### src/rtl/ram_req_seq.sv
// DCJ11 RAM request sequencer: turns bus read/write request levels into single
// PSRAM controller commands, with read timeout and post-write idle gap.
module ram_req_seq #(
  parameter int RD_TIMEOUT = 48,
  parameter int WR_GAP     = 4
) (
  input  logic        clk_x3,
  input  logic        rstb,
  input  logic        calib,
  input  logic [21:0] ram_addr,
  input  logic        ram_read,
  input  logic        ram_write,
  input  logic        ram_byte,
  input  logic [15:0] ram_wdata,
  output logic [15:0] ram_rdata,
  output logic        rd_done,
  output logic        busy,
  output logic        err,
  output logic        cmd_en,
  output logic        cmd,
  output logic [20:0] cmd_addr,
  output logic [15:0] wr_data,
  output logic [1:0]  data_mask,
  input  logic        rd_valid,
  input  logic [15:0] rd_data
);

  // state   | meaning
  // INIT    | waiting for controller calibration; requests stay pending
  // IDLE    | dispatch pending read (priority) or pending write
  // RD_CMD  | one-cycle read command strobe
  // RD_WAIT | waiting for rd_valid or timeout
  // WR_CMD  | one-cycle write command strobe
  // WR_GAP  | mandatory idle cycles after a write
  typedef enum logic [2:0] {
    INIT, IDLE, RD_CMD, RD_WAIT, WR_CMD, WR_GAP_ST
  } state_t;

  localparam int TO_W  = $clog2(RD_TIMEOUT + 1);
  localparam int GAP_W = (WR_GAP > 1) ? $clog2(WR_GAP + 1) : 1;

  state_t state, state_nxt;

  logic             wr_s1, wr_s2, wr_s3;
  logic             rd_q;
  logic             wr_edge, rd_edge;
  logic             pend_rd, pend_wr;
  logic [21:0]      pend_rd_addr, pend_wr_addr;
  logic [15:0]      pend_wdata;
  logic             pend_byte;
  logic [TO_W-1:0]  to_cnt;
  logic [GAP_W-1:0] gap_cnt;
  logic             to_hit;
  logic             go_rd, go_wr;

  assign wr_edge = wr_s2 & ~wr_s3;
  assign rd_edge = ram_read & ~rd_q;
  assign to_hit  = (to_cnt == TO_W'(RD_TIMEOUT - 1));
  assign go_rd   = (state == IDLE) && (state_nxt == RD_CMD);
  assign go_wr   = (state == IDLE) && (state_nxt == WR_CMD);
  assign busy    = ((state != IDLE) && (state != INIT)) || pend_rd || pend_wr;

  always_ff @(posedge clk_x3) begin
    if (rstb) state <= INIT;
    else      state <= state_nxt;
  end

  always_comb begin
    state_nxt = state;
    cmd_en    = 1'b0;
    case (state)
      INIT:    if (calib) state_nxt = IDLE;
      IDLE: begin
        // calib loss is only acted on between commands
        if (!calib)       state_nxt = INIT;
        else if (pend_rd) state_nxt = RD_CMD;
        else if (pend_wr) state_nxt = WR_CMD;
      end
      RD_CMD: begin
        cmd_en    = 1'b1;
        state_nxt = RD_WAIT;
      end
      RD_WAIT:   if (rd_valid || to_hit) state_nxt = IDLE;
      WR_CMD: begin
        cmd_en    = 1'b1;
        state_nxt = WR_GAP_ST;
      end
      WR_GAP_ST: if (gap_cnt == '0) state_nxt = IDLE;
      default:   state_nxt = INIT;
    endcase
  end

  always_ff @(posedge clk_x3) begin
    if (rstb) begin
      wr_s1        <= 1'b0;
      wr_s2        <= 1'b0;
      wr_s3        <= 1'b0;
      rd_q         <= 1'b0;
      pend_rd      <= 1'b0;
      pend_wr      <= 1'b0;
      pend_rd_addr <= '0;
      pend_wr_addr <= '0;
      pend_wdata   <= '0;
      pend_byte    <= 1'b0;
      to_cnt       <= '0;
      gap_cnt      <= '0;
      ram_rdata    <= '0;
      rd_done      <= 1'b0;
      err          <= 1'b0;
      cmd          <= 1'b0;
      cmd_addr     <= '0;
      wr_data      <= '0;
      data_mask    <= '0;
    end else begin
      wr_s1   <= ram_write;
      wr_s2   <= wr_s1;
      wr_s3   <= wr_s2;
      rd_q    <= ram_read;
      rd_done <= 1'b0;

      // pending flags clear as the command registers load; a same-cycle
      // new edge wins so it is never lost
      if (go_rd) pend_rd <= 1'b0;
      if (go_wr) pend_wr <= 1'b0;
      if (rd_edge) begin
        pend_rd      <= 1'b1;
        pend_rd_addr <= ram_addr;
      end
      if (wr_edge) begin
        pend_wr      <= 1'b1;
        pend_wr_addr <= ram_addr;
        pend_wdata   <= ram_wdata;
        pend_byte    <= ram_byte;
      end

      if (go_rd) begin
        cmd      <= 1'b0;
        cmd_addr <= pend_rd_addr[21:1];
      end
      if (go_wr) begin
        cmd      <= 1'b1;
        cmd_addr <= pend_wr_addr[21:1];
        if (pend_byte) begin
          wr_data   <= {pend_wdata[7:0], pend_wdata[7:0]};
          data_mask <= pend_wr_addr[0] ? 2'b01 : 2'b10;
        end else begin
          wr_data   <= pend_wdata;
          data_mask <= 2'b00;
        end
      end

      if (state == RD_CMD)
        to_cnt <= '0;
      else if ((state == RD_WAIT) && (to_cnt != '1))
        to_cnt <= to_cnt + 1'b1;

      if (state == RD_WAIT) begin
        if (rd_valid) begin
          ram_rdata <= rd_data;
          rd_done   <= 1'b1;
        end else if (to_hit) begin
          ram_rdata <= 16'hFFFF;
          err       <= 1'b1;
          rd_done   <= 1'b1;
        end
      end

      if (state == WR_CMD)
        gap_cnt <= GAP_W'(WR_GAP - 1);
      else if ((state == WR_GAP_ST) && (gap_cnt != '0))
        gap_cnt <= gap_cnt - 1'b1;
    end
  end

endmodule

### config.mk
export PLATFORM = sky130hd
export DESIGN_NAME = ram_req_seq
export DESIGN_NICKNAME = d
export VERILOG_FILES = /design/src/rtl/ram_req_seq.sv
export SDC_FILE = /design/constraint.sdc
export NUM_CORES = 1
export LEC_CHECK = 0
export CAP_MARGIN = 20
export CORE_ASPECT_RATIO = 0.5
export CORE_MARGIN = 1.5
export CORE_UTILIZATION = 40
export DETAILED_ROUTE_END_ITERATION = 16
export PLACE_DENSITY = 0.65
export SLEW_MARGIN = 20
export SYNTH_ARGS = -nofsm -noshare
export SYNTH_HDL_FRONTEND = slang
export SYNTH_SLANG_ARGS = --single-unit
### constraint.sdc
create_clock -name clk_x3 -period 3.95 [get_ports clk_x3]
set_input_delay 0.79 -clock clk_x3 [delete_from_list [all_inputs] [get_ports clk_x3]]
set_output_delay 0.79 -clock clk_x3 [all_outputs]
set_load 0.005 [all_outputs]
==> out/results.ini <==
[clock_network]
cts_resized=0
cts_max_path_buffers=2
cts_tree=yes
cts_inserted_buffers=17
insertion_delay_ns=0.42
hold_buffers=0
htreeDepth=4
clkSinkCount=136
clkTransAtPathRegs_ns=0.06
root_buffer=clkbuf_16
cts_setup_buffers=0

[global_route]
gr-total-overflow=0
grt_usage_pct=20.6
grt_pass1_vias=4768
grt_max_degree=80
grt_pass1_wl_mm=24.3
antenna_found_initial=0

[worst_setup_path]
crit_chain=inv_1 -> ha_1 -> nor3b_2 -> buf_4 -> and3_1 -> buf_4 -> a311oi_1 -> o311a_1
critPathBufInv=3
critPathLaunchType=register
critPathKind=reg2reg
cpLargestDelayFamily=simple AND/OR/NAND/NOR gates
cp_data_arrival_time_ns=3.25
slowest_stage=and3_1
cp-end-kind=register
cpMostUsedCell=buf_4
crit_fanout=24
cp_data_required_time_ns=4.25
max_stage_delay_ns=0.73

[drt]
drt-pass1-iter-count=5
dr_wl_met3_um=970
drt_iter0_drc=321
drt-total-wl_mm=15.4
viasPerCell=5.38
wire_per_inst_um=15.7
drt-met1-wl_mm=7.43
dr_wl_met2_mm=6.87
vias=5265
drc=0
top_layer=met4
antenna_left=0

[synth]
synth.net_count=750
avgSynthCellArea_um2=8.34
ys_warn_count=0
synthFlopType=dfxtp_1
ys_seq_area_share_pct=47.7
synthCells=684
ys_ff_latch=136
synth_edf_count=0
synthArstFlopShare_pct=0
synth_cell_types=40
synthesis.area_um2=5700

[sta]
finalCriticalPeriod_ns=2.95
finalCritPeriodShare_pct=74.6
final_hold_viol_count=0
rsz0062_at_grt=false
hold_ws_ns=0.443
final_max_slew_viol_count=0
tns_ns=0
max_freq_ghz=0.339
tightest_slew_ns=1.02
clock_skew_ns=0.0107
setup-violations-final=0
max_slew_margin_pct=31.8

[final_layout]
antenna_cells=0
drive_above_1_share_pct=6.87
finalNetCount=839
regArea_um2=2720
area_growth_pct=33.0
final_util_pct=55.2
multiInputGateArea_um2=2580
final_cell_mix=dfxtp_1 (136), nand2_1 (124), clkdlybuf4s50_1 (119), a21oi_1 (86), inv_1 (43)
layout_commonest_cell=dfxtp_1
stdcell_count=978
fillers=1268

[placed_design]
post-dp-hpwl_mm=9.57
dp_cells=946
port_buffers=120
place.gp.congestion=0.777

[job]
maxCapViolCount=0

[pwr]
ir_worst_vdd_uv=300
p_sw_uw=870
clkPwrFrac_pct=47.5
leakage_nw=2.62
power.internal_mw=2.44
p_per_area_nw_per_um2=436
seq_power_share_pct=43.4
comb_power_share_pct=9.1
swShare_pct=26.3
p_total_mw=3.31

[die]
core_um2=13700
die_h_um=87.4
die_w_um=172
start_util_pct=41.5
fp-row-count=30
die_area_um2=15000
io_pins=121

[min_path]
min_path_type=reg2reg

[status]
status=complete, no violations

-- registers in the layout (all words and copies together) (netlist names), 3 cells and up --
name	flops
pend_wdata	16
state	3
gap_cnt	3
pend_rd_addr	21
to_cnt	6
wr_data	16
ram_rdata	16
cmd_addr	21
pend_wr_addr	22
-- per-stage QoR --
stage,setup WS [ns],cell area [um2]
final,1.00,7590
after global routing,0.788,7590
after CTS,1.01,7590
after detailed placement,0.788,7010
after global placement,0.842,7010
after floorplan,1.75,5700
-- path summary, 6_finish.rpt --
kind / start / to / slack, ns / depth (start not counted)
setup / recovery: state[1]$_SDFF_PP0_ / cmd_addr[19]$_SDFFE_PP0P_ / 1.00 / 8
hold / removal: wr_s1$_SDFF_PP0_ / wr_s2$_SDFF_PP0_ / 0.44 / 1
setup reg to reg: state[1]$_SDFF_PP0_ / cmd_addr[19]$_SDFFE_PP0P_ / 1.00 / 8
hold reg to reg: wr_s1$_SDFF_PP0_ / wr_s2$_SDFF_PP0_ / 0.44 / 1
-- power by group through the flow --
stage	Combinational, mW	Sequential, mW	Clock [mW]
final	0.302	1.44	1.57
after global routing	0.330	1.44	1.66
after CTS	0.302	1.43	1.59
after detailed placement	0.299	1.46	0
after global placement	0.296	1.46	0
after floorplan	0.179	1.45	0
-- logic make-up (layout without fill, tap and decap cells) --
| family | count (synthesis) | count (layout) | synth area share (%) |
|---|---|---|---|
| adder cells (fa/ha/maj) | 5 | 5 | 1.10 |
| buffers and inverters | 105 | 207 | 7.46 |
| multiplexers | 9 | 9 | 1.58 |
| AO/OA/AOI/OAI | 200 | 200 | 23.1 |
| XOR/XNOR | 4 | 4 | 0.614 |
| AND/OR/NAND/NOR | 225 | 225 | 18.4 |
| flip-flops | 136 | 136 | 47.7 |
-- synthesized netlist by cell type (5+ instances only) --
| cell | n | area, um2 |
|---|---|---|
| nor2_1 | 35 | 131 |
| nand3_1 | 11 | 55.1 |
| o311a_1 | 21 | 210 |
| a311oi_1 | 23 | 201 |
| a211oi_1 | 27 | 203 |
| inv_1 | 43 | 161 |
| buf_2 | 7 | 35.0 |
| or4_1 | 21 | 158 |
| mux2i_1 | 9 | 90.1 |
| a31oi_1 | 23 | 144 |
| dfxtp_1 | 136 | 2720 |
| nand2b_1 | 5 | 31.3 |
| o21ai_0 | 13 | 65.1 |
| nor2b_1 | 8 | 50.1 |
| nand2_1 | 124 | 465 |
| buf_1 | 5 | 18.8 |
| a21oi_1 | 86 | 430 |
| clkbuf_1 | 46 | 173 |
| ha_1 | 5 | 62.6 |
-- layout make-up --
class | instances | area share, %
inverter | 44 | 2.18
multi-input combinational | 443 | 34.1
clock inverter | 15 | 2.06
clock buffer | 17 | 5.61
sequential | 136 | 35.9
timing repair buffer | 131 | 17.0
tap | 192 | 3.17
-- layer usage --
layer / track usage [%] / vias up
li1: - / 2600
met1: 28.1 / 2500
met2: 32.2 / 151
met3: 5.27 / 14
met4: 5.77 / 0
met5: 0 / -
No activity file was read; power rests on OpenSTA's default activity.
